<file path="src/rtl/vdp_host_bus_master.sv">
// Single-beat valid/ready host initiator for the VDP CPU port.
// Produces setup/strobe/hold/recover timed csw_n/csr_n accesses.
module vdp_host_bus_master #(
  parameter int unsigned SETUP_CYC   = 2,
  parameter int unsigned PULSE_CYC   = 8,
  parameter int unsigned HOLD_CYC    = 2,
  parameter int unsigned RECOVER_CYC = 4
) (
  input  logic       clk,
  input  logic       reset,
  input  logic       req_valid,
  output logic       req_ready,
  input  logic       req_wr,
  input  logic [1:0] req_port,
  input  logic [7:0] req_wdata,
  output logic       rsp_valid,
  output logic [7:0] rsp_rdata,
  output logic [1:0] mode,
  output logic       csw_n,
  output logic       csr_n,
  output logic [7:0] cd_o,
  output logic       cd_oe,
  input  logic [7:0] cd_i
);

  localparam int unsigned MAX_SP =
    (SETUP_CYC > PULSE_CYC) ? SETUP_CYC : PULSE_CYC;
  localparam int unsigned MAX_HR =
    (HOLD_CYC > RECOVER_CYC) ? HOLD_CYC : RECOVER_CYC;
  localparam int unsigned MAX_P =
    (MAX_SP > MAX_HR) ? MAX_SP : MAX_HR;
  localparam int unsigned CW =
    (MAX_P > 1) ? $clog2(MAX_P) : 1;

  localparam logic [CW-1:0] LD_SETUP   = CW'(SETUP_CYC - 1);
  localparam logic [CW-1:0] LD_PULSE   = CW'(PULSE_CYC - 1);
  localparam logic [CW-1:0] LD_HOLD    = CW'(HOLD_CYC - 1);
  localparam logic [CW-1:0] LD_RECOVER = CW'(RECOVER_CYC - 1);

  typedef enum logic [2:0] {
    S_IDLE,
    S_SETUP,
    S_STROBE,
    S_HOLD,
    S_RECOVER
  } state_t;

  state_t        state_q, state_d;
  logic [CW-1:0] cnt_q, cnt_d;
  logic          run_q;
  logic          wr_q, wr_d;
  logic [1:0]    mode_d;
  logic          csw_n_d, csr_n_d;
  logic [7:0]    cd_o_d;
  logic          cd_oe_d;
  logic          rsp_valid_d;
  logic [7:0]    rsp_rdata_d;
  logic          cnt_zero;

  // run_q holds off acceptance until the first edge out of reset
  assign req_ready = run_q & (state_q == S_IDLE);
  assign cnt_zero  = (cnt_q == '0);

  always_comb begin
    state_d     = state_q;
    cnt_d       = cnt_zero ? cnt_q : cnt_q - CW'(1);
    wr_d        = wr_q;
    mode_d      = mode;
    csw_n_d     = csw_n;
    csr_n_d     = csr_n;
    cd_o_d      = cd_o;
    cd_oe_d     = cd_oe;
    rsp_valid_d = 1'b0;
    rsp_rdata_d = rsp_rdata;
    unique case (state_q)
      S_IDLE: begin
        if (req_valid && req_ready) begin
          state_d = S_SETUP;
          cnt_d   = LD_SETUP;
          wr_d    = req_wr;
          mode_d  = req_port;
          cd_o_d  = req_wr ? req_wdata : cd_o;
          cd_oe_d = req_wr;
        end
      end
      S_SETUP: begin
        if (cnt_zero) begin
          state_d = S_STROBE;
          cnt_d   = LD_PULSE;
          csw_n_d = ~wr_q;
          csr_n_d = wr_q;
        end
      end
      S_STROBE: begin
        if (cnt_zero) begin
          state_d = S_HOLD;
          cnt_d   = LD_HOLD;
          csw_n_d = 1'b1;
          csr_n_d = 1'b1;
          if (!wr_q) rsp_rdata_d = cd_i;
        end
      end
      S_HOLD: begin
        if (cnt_zero) begin
          state_d     = S_RECOVER;
          cnt_d       = LD_RECOVER;
          cd_oe_d     = 1'b0;
          rsp_valid_d = 1'b1;
        end
      end
      S_RECOVER: begin
        if (cnt_zero) begin
          state_d = S_IDLE;
          cnt_d   = '0;
        end
      end
      default: begin
        state_d = S_IDLE;
        cnt_d   = '0;
        csw_n_d = 1'b1;
        csr_n_d = 1'b1;
        cd_oe_d = 1'b0;
      end
    endcase
  end

  always_ff @(posedge clk or posedge reset) begin
    if (reset) begin
      state_q   <= S_IDLE;
      cnt_q     <= '0;
      run_q     <= 1'b0;
      wr_q      <= 1'b0;
      mode      <= 2'd0;
      csw_n     <= 1'b1;
      csr_n     <= 1'b1;
      cd_o      <= 8'h00;
      cd_oe     <= 1'b0;
      rsp_valid <= 1'b0;
      rsp_rdata <= 8'h00;
    end else begin
      state_q   <= state_d;
      cnt_q     <= cnt_d;
      run_q     <= 1'b1;
      wr_q      <= wr_d;
      mode      <= mode_d;
      csw_n     <= csw_n_d;
      csr_n     <= csr_n_d;
      cd_o      <= cd_o_d;
      cd_oe     <= cd_oe_d;
      rsp_valid <= rsp_valid_d;
      rsp_rdata <= rsp_rdata_d;
    end
  end

endmodule

</file>
<file path="config.mk">
export PLATFORM = sky130hd
export DESIGN_NAME = vdp_host_bus_master
export DESIGN_NICKNAME = d
export VERILOG_FILES = /design/src/rtl/vdp_host_bus_master.sv
export SDC_FILE = /design/constraint.sdc
export NUM_CORES = 1
export LEC_CHECK = 0
export ABC_AREA = 1
export BUFFER_PORTS_ARGS = -buffer_cell sky130_fd_sc_hd__buf_2
export CORE_AREA = 2 2 56 58
export CTS_BUF_LIST = sky130_fd_sc_hd__clkbuf_4 sky130_fd_sc_hd__clkbuf_8
export CTS_CLUSTER_SIZE = 30
export DETAILED_ROUTE_END_ITERATION = 10
export DIE_AREA = 0 0 58 60
export HOLD_SLACK_MARGIN = 0.08
export PLACE_DENSITY = 0.89
export SLEW_MARGIN = 0
export SYNTH_ARGS = -nofsm -noshare
export SYNTH_HDL_FRONTEND = slang
export SYNTH_SLANG_ARGS = --single-unit
</file>
<file path="constraint.sdc">
create_clock -name clk -period 1.82 [get_ports clk]
set_input_delay 0.273 -clock clk [delete_from_list [all_inputs] [get_ports clk]]
set_output_delay 0.273 -clock clk [all_outputs]
set_load 0.01 [all_outputs]
</file>
## After elaboration in Yosys (flattened, before gate mapping)

Index checks and enable logic that the tools add are counted.

| storage, ports and cells | value |
|---|---|
| memory bits (writable) | 0 |
| register bits | 30 |
| memory bits (read-only) | 0 |
| output and inout port bits | 23 |
| word-level logic and storage cells | 59 |
| latch bits | 0 |
| bits of input ports | 22 |
| memories kept | 0 |

| operators by class | value |
|---|---|
| equal/unequal tests | 9 |
| $add $sub $neg | 1 |
| bitwise gates (word level) | 4 |
| div/mod/pow operators | 0 |
| multipliers | 0 |
| reduce and logical (&&, ||, !) cells | 11 |
| multiplexer cells | 23 |
| shifts and indexed selects | 0 |
| order comparisons | 0 |

Operators by type and width:

| operator | number |
|---|---|
| $mux 3 | 11 |
| $pmux 3 s5 | 2 |
| $reduce_and 3->1 | 4 |
| $pmux 1 s3 | 3 |
| $ne 2x2->1 const B | 4 |
| $mux 1 | 7 |
| $eq 3x2->1 const B | 2 |
| $logic_not 3->1 | 2 |
| $reduce_or 3->1 | 2 |
| $reduce_and 5->1 | 1 |
| $eq 3x1->1 const B | 1 |
| $eq 3x3->1 const B | 1 |
| $not 1->1 | 3 |
| $sub 3x1->3 const B | 1 |
| $ne 2x1->1 const B | 1 |
| $reduce_and 2->1 | 1 |
| $and 1x1->1 | 1 |
| $logic_and 1x1->1 | 1 |

## Longest topological paths before layout

Gate-level depths: netlist of run 1.

| logic depth | value |
|---|---|
| word-level depth | 5 |
| gate-level depth with buffers | 9 |
| mapped depth without buffers | 9 |

## Least setup slack after synthesis of run 1

Ideal clock, no wire load.

| path | value |
|---|---|
| kind | reg-to-reg |
| start | register cnt_q[0] |
| end | register cnt_q[0] |
| clock period less this slack | 1.505 ns |
| slack | 0.315 ns |
| stages on the path, launching flop included | 8 |
| library setup time | 0.090 ns |
| arrival time | 1.415 ns |
| cells stage by stage | dfrtp_1 inv_1 ha_1 inv_1 nor2_2 inv_1 ha_1 o2111ai_1 |

| on the way | value |
|---|---|
| word-level cells in the longest chain between the ends | 4 |

RTL lines:

| element | RTL line | RTL |
|---|---|---|
| from (decl) | 49 | `logic [CW-1:0] cnt_q, cnt_d;` |
| from (signal assigned) | 142 | `cnt_q <= cnt_d;` |
| $sub 3x1->3 / $logic_not 3->1 (equally long branches) | 66, 62 |  |
| $mux 3 | 66 | `cnt_d = cnt_zero ? cnt_q : cnt_q - CW'(1);` |
| $mux 3 (on tied branches) | -- |  |
| $pmux 3 s5 * | 75 | `unique case (state_q)` |
| named net cnt_d[0] | 49 |  |

Mark *: on every way through the listed nets, which the timed path passes. The rest lies on a longest branch.
A chain may end at the register's enable or synchronous reset.

## Worst setup path in the final report of run 1

Ends and elaborated chain as after synthesis.

==> impl_metrics.tcl, run 1 <==
set metrics [dict create \
    clk_root_buffer_cell "clkbuf_4" \
    status "finished clean" \
    worst_path_largest_cell_delay_ns 0.39 \
    die_h_um 60 \
    path_buf_inv 3 \
    drc 0 \
    final_max_slew_viol_count 0 \
    whs_path_depth 3 \
    dp_hpwl_mm 2.05 \
    cts.clk_slew.worst_paths_ns 0.09 \
    cts_tree "yes" \
    endpoint_kind "flop" \
    final_common_cell "nand2_1" \
    start_util_pct 48.1 \
    rows 20 \
    syn-cell-area_um2 1400 \
    cpMostUsedCell "inv_1" \
    drive_gt1_share_pct 30.3 \
    totalPowerFinal_mw 2.86 \
    rsz0062_at_grt "yes" \
    synth_nets 183 \
    min-delay-start "req_port[0]" \
    worstPathMaxFanout 8 \
    dp_cells 232 \
    gp_congestion 0.867 \
    cp_data_required_time_ns 2.07 \
    cts_buffer_depth 2 \
    synth_cells 157 \
    leakage_nw 0.987 \
    postSynthAreaPerCell_um2 8.90 \
    fillerInstances 279 \
    totalWireLength_mm 2.67 \
    multiInputGateArea_um2 533 \
    setup_viol 0 \
    grt_pass1_vias 1038 \
    hold_viol_final 0 \
    final.period_utilization_pct 91.8 \
    grt_overflow 0 \
    worstPathCellList "inv_1 -> ha_1 -> inv_1 -> nor2_2 -> inv_1 -> ha_1 -> o2111ai_1" \
    worstSetupPathType "reg -> reg" \
    period_needed_ns 1.67 \
    die_area_um2 3480 \
    hold_path_class "in -> reg" \
    r2r_end "cnt_q[0]" \
    stdcell_count 241 \
    htreeDepth 2 \
    ios 45 \
    arrival_ns 1.92 \
    fmax_mhz 598 \
    grt_antenna_before_repair 0 \
    vias 1156 \
    antenna_cells 0 \
    yosysSeqAreaShare_pct 53.9 \
    synth.distinct_cells 23 \
    worstHoldEndpoint "mode[0]" \
    r2r-start "cnt_q[0]" \
    grt_max_degree 31 \
    grt_pass1_wl_mm 4.32 \
    cap_violations 0 \
    dr.pass1.iters 4 \
    drt_iter0_drc 17 \
    grt_usage_pct 17.4 \
    p_per_area_nw_per_um2 1670 \
    synth_seq_cells 30 \
    areaGrowthSynthToFinish_pct 22.1 \
    fin_nets 233 \
    cts.sinks 30 \
    setup_ws_ns 0.149 \
    register_area_um2 753 \
    vias_per_cell 4.80 \
    regToRegSetupSlack_ns 0.15 \
    cp_top_family "adder cells" \
    ant_nets 0 \
    place_ws_ns 0.159 \
    fin_worst_skew_ns 0.0147 \
    die_width_um 58 \
    start_kind "flop" \
    core_um2 2900 \
    ctsResizeCount 0 \
    cpMaxStageDelayCell "dfrtp_1" \
    whs_ns 0.133 \
    routedWlPerCell_um 11.1 \
    clock_latency_ns 0.34 \
    ys_warn_count 0 \
    cts_buffers 5 \
    ff2ff_path_depth 7 \
    ir_drop_v 0.000909 \
    port_buffers 44 \
    layout_common_cells "nand2_1, buf_2, dfrtp_1" \
]
Yosys cell counts:
master | count | area share, %
buf_6 | 1 | 0.81
nand2_4 | 3 | 2.4
inv_1 | 19 | 5.1
nand2_1 | 48 | 13
nor2_4 | 2 | 1.6
a21oi_1 | 4 | 1.4
xnor2_1 | 1 | 0.63
buf_4 | 1 | 0.54
conb_1 | 1 | 0.27
ha_1 | 4 | 3.6
o2111ai_1 | 1 | 0.63
dfstp_2 | 2 | 3.8
o21bai_1 | 1 | 0.54
nor2_2 | 1 | 0.45
nand4_2 | 1 | 0.90
nand3b_1 | 1 | 0.54
dfrtp_1 | 28 | 50
nand3_1 | 13 | 4.7
inv_4 | 1 | 0.45
o21ai_0 | 13 | 4.7
nor2_1 | 9 | 2.4
buf_8 | 1 | 1.1
o211ai_1 | 1 | 0.54
cells by family (layout without fill, tap and decap cells):
family	after synthesis	count (layout)	share of synthesized area [%]
buffers and inverters	23	74	7.97
AOI/OAI and AO/OA	20	20	7.79
adders and majority gates	4	4	3.58
xor gates and xnor gates	1	1	0.627
DFF	30	30	53.9
and+or+nand+nor	78	78	25.9
other	1	1	0.268
worst max-delay path by stage:
stage / slack, ns / to / startpoint / depth (start not counted)
finish: 0.15 / cnt_q[0] / cnt_q[0] / 7
global route: -0.01 / rsp_rdata[1] / cnt_q[0] / 6
CTS: 0.14 / cnt_q[0] / cnt_q[0] / 7
detailed placement: 0.16 / cnt_q[0] / cnt_q[0] / 7
global placement: 0.24 / cnt_q[0] / cnt_q[0] / 7
floorplan: 0.32 / cnt_q[0] / cnt_q[0] / 7
layer usage:
metal	GRT usage (%)	vias to the layer above	share of wire (%)
li1	-	593	-
met1	19.1	519	42
met2	28.4	36	50
met3	7.14	8	5.6
met4	10.3	0	3.1
met5	0	-	0
power by group:
part	internal, mW	switching (mW)	total [mW]
clock network	0.185	0.228	0.414
registers	0.982	0.189	1.17
logic	0.501	0.772	1.27
final cells by class:
| cell class | count | area share (%) |
|---|---|---|
| sequential | 30 | 44.1 |
| multi-input combinational | 104 | 31.2 |
| timing repair buffer | 46 | 13.9 |
| inverter | 20 | 4.55 |
| clock buffer | 6 | 3.01 |
| tap | 33 | 2.42 |
| clock inverter | 2 | 0.733 |
flip-flops by register name, summed over array words and instances (netlist names):
register / flops
rsp_valid: 1
run_q: 1
cd_oe: 1
csr_n: 1
wr_q: 1
csw_n: 1
cnt_q: 3
cd_o: 8
state_q: 3
mode: 2
rsp_rdata: 8
worst reg2reg max path, delay by kind of cell, from the launching register on:
family	cells	cell delay (ns)
buf+inv	3	0.34
fa+ha+maj	2	0.46
flops	1	0.39
simple gates	1	0.22
compound gates	1	0.18
stage by stage:
| stage | area (um^2) | util (%) | TNS (ns) |
|---|---|---|---|
| 3_5_place_dp | 1630 | 56.3 | 0 |
| 6_report | 1710 | 58.8 | 0 |
| 5_1_grt | 1710 | 58.8 | -0.0194 |
| 4_1_cts | 1710 | 58.8 | 0 |
| 3_3_place_gp | 1630 | 56.3 | 0 |
| 2_1_floorplan | 1400 | - | 0 |
what timing repair did:
item,CTS,global route
setup buffers,0,0
setup endpoints to repair,0,2
hold buffers,1,0
endpoints found under the hold margin,28,0
Power figures use the tool's default switching activity.
==> run 2: changes to the inputs <==
--- a/config.mk
+++ b/config.mk
@@ -14,6 +14,7 @@
 export DIE_AREA = 0 0 58 60
 export HOLD_SLACK_MARGIN = 0.08
 export PLACE_DENSITY = 0.89
+export RECOVER_POWER = 25
 export SLEW_MARGIN = 0
 export SYNTH_ARGS = -nofsm -noshare
 export SYNTH_HDL_FRONTEND = slang
==> impl_metrics.tcl, run 2 (synthesis gave the netlist of run 1 again) <==
set metrics [dict create \
    cts_tree "yes" \
    ctsResizeCount 0 \
    grt_pass1_wl_mm 4.32 \
    port_buffers 44 \
    dp_hpwl_mm 2.05 \
    setup_viol 0 \
    fmax_mhz 598 \
    totalWireLength_mm 2.68 \
    setup_ws_ns 0.147 \
    worstSetupPathType "reg -> reg" \
    power_frac_clock_pct 14.5 \
    drc 0 \
    p_per_area_nw_per_um2 1680 \
    fillerInstances 279 \
    ant_nets 0 \
    cp_top_family "adder cells" \
    totalPowerFinal_mw 2.86 \
    dr.pass1.iters 4 \
    rows 20 \
    final_max_slew_viol_count 0 \
    drt_iter0_drc 17 \
    antenna_cells 0 \
    gp_congestion 0.867 \
    cp_data_required_time_ns 2.07 \
    cpMostUsedCell "inv_1" \
    pwr-share-comb_pct 44.6 \
    routedWlPerCell_um 11.1 \
    start_util_pct 48.1 \
    cap_violations 0 \
    max_slew.worst_pin.slew_ns 0.700 \
    worstPathMaxFanout 8 \
    rsz0062_at_grt "yes" \
    grtUsageMet3_pct 7.14 \
    internal_power_mw 1.67 \
    htreeDepth 2 \
    p_seq_share_pct 41.0 \
    drive_gt1_share_pct 30.3 \
    utilization_pct 58.7 \
    final.period_utilization_pct 91.9 \
    arrival_ns 1.93 \
    met2_usage_pct 28.4 \
    status "finished clean" \
    die_width_um 58 \
    cts.clk_slew.worst_paths_ns 0.09 \
    layout_common_cells "nand2_1, buf_2, dfrtp_1" \
    grt_max_degree 31 \
    grt_usage_pct 17.4 \
    clock_latency_ns 0.34 \
    vias 1154 \
    leakage_nw 0.986 \
    die_area_um2 3480 \
    switching_share_pct 41.6 \
    cts_buffers 5 \
    start_kind "flop" \
    fin_nets 233 \
    cpMaxStageDelayCell "dfrtp_1" \
    die_h_um 60 \
    grtUsageMet1_pct 19.1 \
    ir_drop_v 0.000909 \
    slew_headroom_pct 53.3 \
    clk_root_buffer_cell "clkbuf_4" \
    cts_buffer_depth 2 \
    worstPathCellList "inv_1 -> ha_1 -> inv_1 -> nor2_2 -> inv_1 -> ha_1 -> o2111ai_1" \
    path_buf_inv 3 \
    cts.sinks 30 \
    ios 45 \
    net-switching-power_mw 1.19 \
    fin_worst_skew_ns 0.0147 \
    worst_path_largest_cell_delay_ns 0.39 \
    grt_busiest_layer "met2" \
    grt_antenna_before_repair 0 \
    core_um2 2900 \
    areaGrowthSynthToFinish_pct 21.9 \
    place_ws_ns 0.159 \
    reg_top3 "cd_o x8, rsp_rdata x8" \
    hold_path_class "in -> reg" \
    period_needed_ns 1.67 \
    whs_ns 0.133 \
    grt_pass1_vias 1038 \
    grt_overflow 0 \
    endpoint_kind "flop" \
    vias_per_cell 4.79 \
    final_common_cell "nand2_1" \
    hold_viol_final 0 \
]
## run 2: final cells by class
class	instances	area (um^2)	area share, %
Clock buffer	6	51.3	3.01
Timing Repair Buffer	46	235	13.8
Inverter	20	77.6	4.55
Clock inverter	2	12.5	0.734
Multi-Input combinational cell	104	533	31.3
Sequential cell	30	753	44.2
Tap cell	33	41.3	2.42
## run 2: per-layer routing
layer  wire length, um  part of all wire [%]  up-vias
li1                  -                     -      593
met1              1130                    42      517
met2              1320                    49       36
met3               150                   5.6        8
met4                83                   3.1        0
met5                 0                     0        -
## run 2: power groups by stage
stage	registers (mW)	logic (mW)	clock network, mW
after floorplan	1.27	0.780	0
final	1.17	1.27	0.414
after global routing	1.21	1.46	0.472
after global placement	1.17	1.24	0
after detailed placement	1.18	1.29	0
after CTS	1.17	1.30	0.430
## run 2: worst paths after layout
kind                       slack (ns)  cells past startpoint           end        start
hold reg to reg                  0.47                      2       cd_o[6]      cd_o[6]
setup / recovery                 0.15                      7      cnt_q[0]     cnt_q[0]
max in group asynchronous        0.71                      4      cnt_q[2]        reset
hold / removal                   0.13                      3       mode[0]  req_port[0]
min in group asynchronous        0.65                      4  rsp_rdata[7]        reset
setup reg to reg                 0.15                      7      cnt_q[0]     cnt_q[0]
## run 2: worst register-to-register path: cells and delay by family (launching register included)
| family | cells | cell delay (ns) |
|---|---|---|
| compound gates | 1 | 0.18 |
| fa+ha+maj | 2 | 0.46 |
| buf+inv | 3 | 0.34 |
| flops | 1 | 0.39 |
| simple gates | 1 | 0.22 |
## run 2: stage by stage
step / setup TNS (ns) / instances / area [um^2]
5_1_grt: -0.0194 / 241 / 1700
3_5_place_dp: 0 / 232 / 1630
4_1_cts: 0 / 241 / 1710
6_report: 0 / 241 / 1700
3_3_place_gp: 0 / 232 / 1630
2_1_floorplan: 0 / 157 / 1400
## run 2: timing repair
item	in CTS	in global routing
hold buffers	1	0
hold endpoints to repair	28	0
buffers inserted	0	0
setup endpoints to repair	0	2
==> run 3: changes to the inputs <==
==> constraint.sdc (replaced) <==
create_clock -name clk -period 1.82 [get_ports clk]
set_input_delay 0.182 -clock clk [delete_from_list [all_inputs] [get_ports clk]]
set_output_delay 0.182 -clock clk [all_outputs]
set_load 0.01 [all_outputs]
==> impl_metrics.tcl, run 3 (synthesis gave the netlist of run 1 again) <==
set metrics [dict create \
    met2_usage_pct 29.9 \
    setup_viol 0 \
    hold_viol_final 0 \
    layout_common_cells "nand2_1, buf_2, dfrtp_1" \
    fin_nets 243 \
    ant_nets 0 \
    hold_path_class "in -> reg" \
    grt_pass1_vias 1081 \
    vias_per_cell 4.79 \
    totalWireLength_mm 2.83 \
    internal_power_mw 1.68 \
    ir_drop_v 0.000924 \
    p_per_area_nw_per_um2 1600 \
    placed_cell_area_um2 1630 \
    cts_tree "yes" \
    start_util_pct 48.1 \
    grt_usage_pct 17.7 \
    endpoint_kind "flop" \
    grt_busiest_layer "met2" \
    fillerInstances 262 \
    status "finished clean" \
    dp_cells 232 \
    cts.clk_slew.worst_paths_ns 0.09 \
    rsz0062_at_grt "yes" \
    ctsResizeCount 0 \
    utilization_pct 62.2 \
    net-switching-power_mw 1.20 \
    cp_data_required_time_ns 2.08 \
    start_kind "flop" \
    cts_setup_buffers 0 \
    grt_antenna_before_repair 0 \
    die_width_um 58 \
    final_max_slew_viol_count 0 \
    cpMostUsedCell "inv_1" \
    drc 0 \
    dp_hpwl_mm 2.05 \
    p_seq_share_pct 40.7 \
    worstSetupPathType "reg -> reg" \
    period_needed_ns 1.67 \
    final.period_utilization_pct 91.9 \
    ff2ff_path_depth 7 \
    cp_top_family "adder cells" \
    cts_buffers 5 \
    clock_latency_ns 0.34 \
    place_ws_ns 0.159 \
    path_buf_inv 3 \
    grt_overflow 0 \
    rows 20 \
    power_frac_clock_pct 14.4 \
    cts_buffer_depth 2 \
    gp_congestion 0.867 \
    htreeDepth 2 \
    cap_violations 0 \
    dr.pass1.iters 4 \
    stdcell_count 251 \
    grtUsageMet1_pct 18.7 \
    routedWlPerCell_um 11.3 \
    slew_headroom_pct 53.2 \
    drt_iter0_drc 16 \
    worstPathMaxFanout 8 \
    path_depth 7 \
    areaGrowthSynthToFinish_pct 29.1 \
    leakage_nw 1.03 \
    drive_gt1_share_pct 28.9 \
    fmax_mhz 598 \
    whs_path_depth 3 \
    reg_top3 "cd_o x8, rsp_rdata x8" \
    stdcell_area_um2 1800 \
    cts.sinks 30 \
    grt_pass1_wl_mm 4.40 \
    core_um2 2900 \
    grtUsageMet3_pct 7.14 \
    ios 45 \
    regToRegSetupSlack_ns 0.15 \
    antenna_cells 0 \
    cpMaxStageDelayCell "dfrtp_1" \
    arrival_ns 1.93 \
    final_common_cell "nand2_1" \
    clk_root_buffer_cell "clkbuf_4" \
    max_slew.worst_pin.slew_ns 0.702 \
    switching_share_pct 41.7 \
    setup_ws_ns 0.147 \
    port_buffers 44 \
    worst_path_largest_cell_delay_ns 0.39 \
    pwr-share-comb_pct 44.9 \
    die_area_um2 3480 \
    fin_worst_skew_ns 0.0135 \
    grt_max_degree 31 \
    vias 1203 \
    die_h_um 60 \
    worstPathCellList "inv_1 -> ha_1 -> inv_1 -> nor2_2 -> inv_1 -> ha_1 -> o2111ai_1" \
]
## run 3: cell count changes in the layout (fill, tap and decap cells not counted)
cell / change
dlygate4sd3_1: +10
## run 3: power groups by stage
stage / Combinational, mW / Clock, mW / Sequential (mW)
detailed placement: 1.29 / 0 / 1.18
global placement: 1.24 / 0 / 1.17
finish: 1.29 / 0.416 / 1.17
global route: 1.48 / 0.472 / 1.21
floorplan: 0.780 / 0 / 1.27
CTS: 1.31 / 0.430 / 1.17
## run 3: timing repair
item                                    4_1_cts  5_1_grt
endpoints found under the hold margin        35        3
endpoints found under the setup margin        0        2
hold buffers                                  8        3
## run 3: final cells by class
cell class	count	area, um^2	area share (%)
flip-flops and latches	30	753	41.7
well taps	33	41.3	2.29
multi-input cells	104	533	29.5
clock inverters	2	12.5	0.693
inverters	20	77.6	4.30
repair buffers	56	335	18.6
clock buffers	6	51.3	2.84
## run 3: per-stage QoR
| stage | setup TNS (ns) | total power [mW] | hold slack [ns] |
|---|---|---|---|
| after global routing | -0.0194 | 3.16 | 0.0835 |
| after CTS | 0 | 2.91 | 0.0809 |
| final | 0 | 2.88 | 0.0885 |
| after global placement | 0 | 2.41 | 0.270 |
| after detailed placement | 0 | 2.47 | 0.278 |
| after floorplan | 0 | 2.05 | 0.271 |
## run 3: worst paths after layout
| kind | start | end |
|---|---|---|
| min | cd_i[0] | rsp_rdata[0] |
| max | cnt_q[0] | cnt_q[0] |
| max reg2reg | cnt_q[0] | cnt_q[0] |
| min reg2reg | cd_o[6] | cd_o[6] |
| max in group asynchronous | reset | cnt_q[2] |
| min in group asynchronous | reset | rsp_rdata[7] |
## run 3: layer usage
layer  share of wire (%)  vias to the layer above
li1                    -                      613
met1                  40                      543
met2                  52                       39
met3                 5.5                        8
met4                 2.9                        0
met5                   0                        -
## run 3: tightest hold or removal path: stages
cell	delay, ns
buf_2	0.09
inv_1	0.04
o21ai_0	0.07
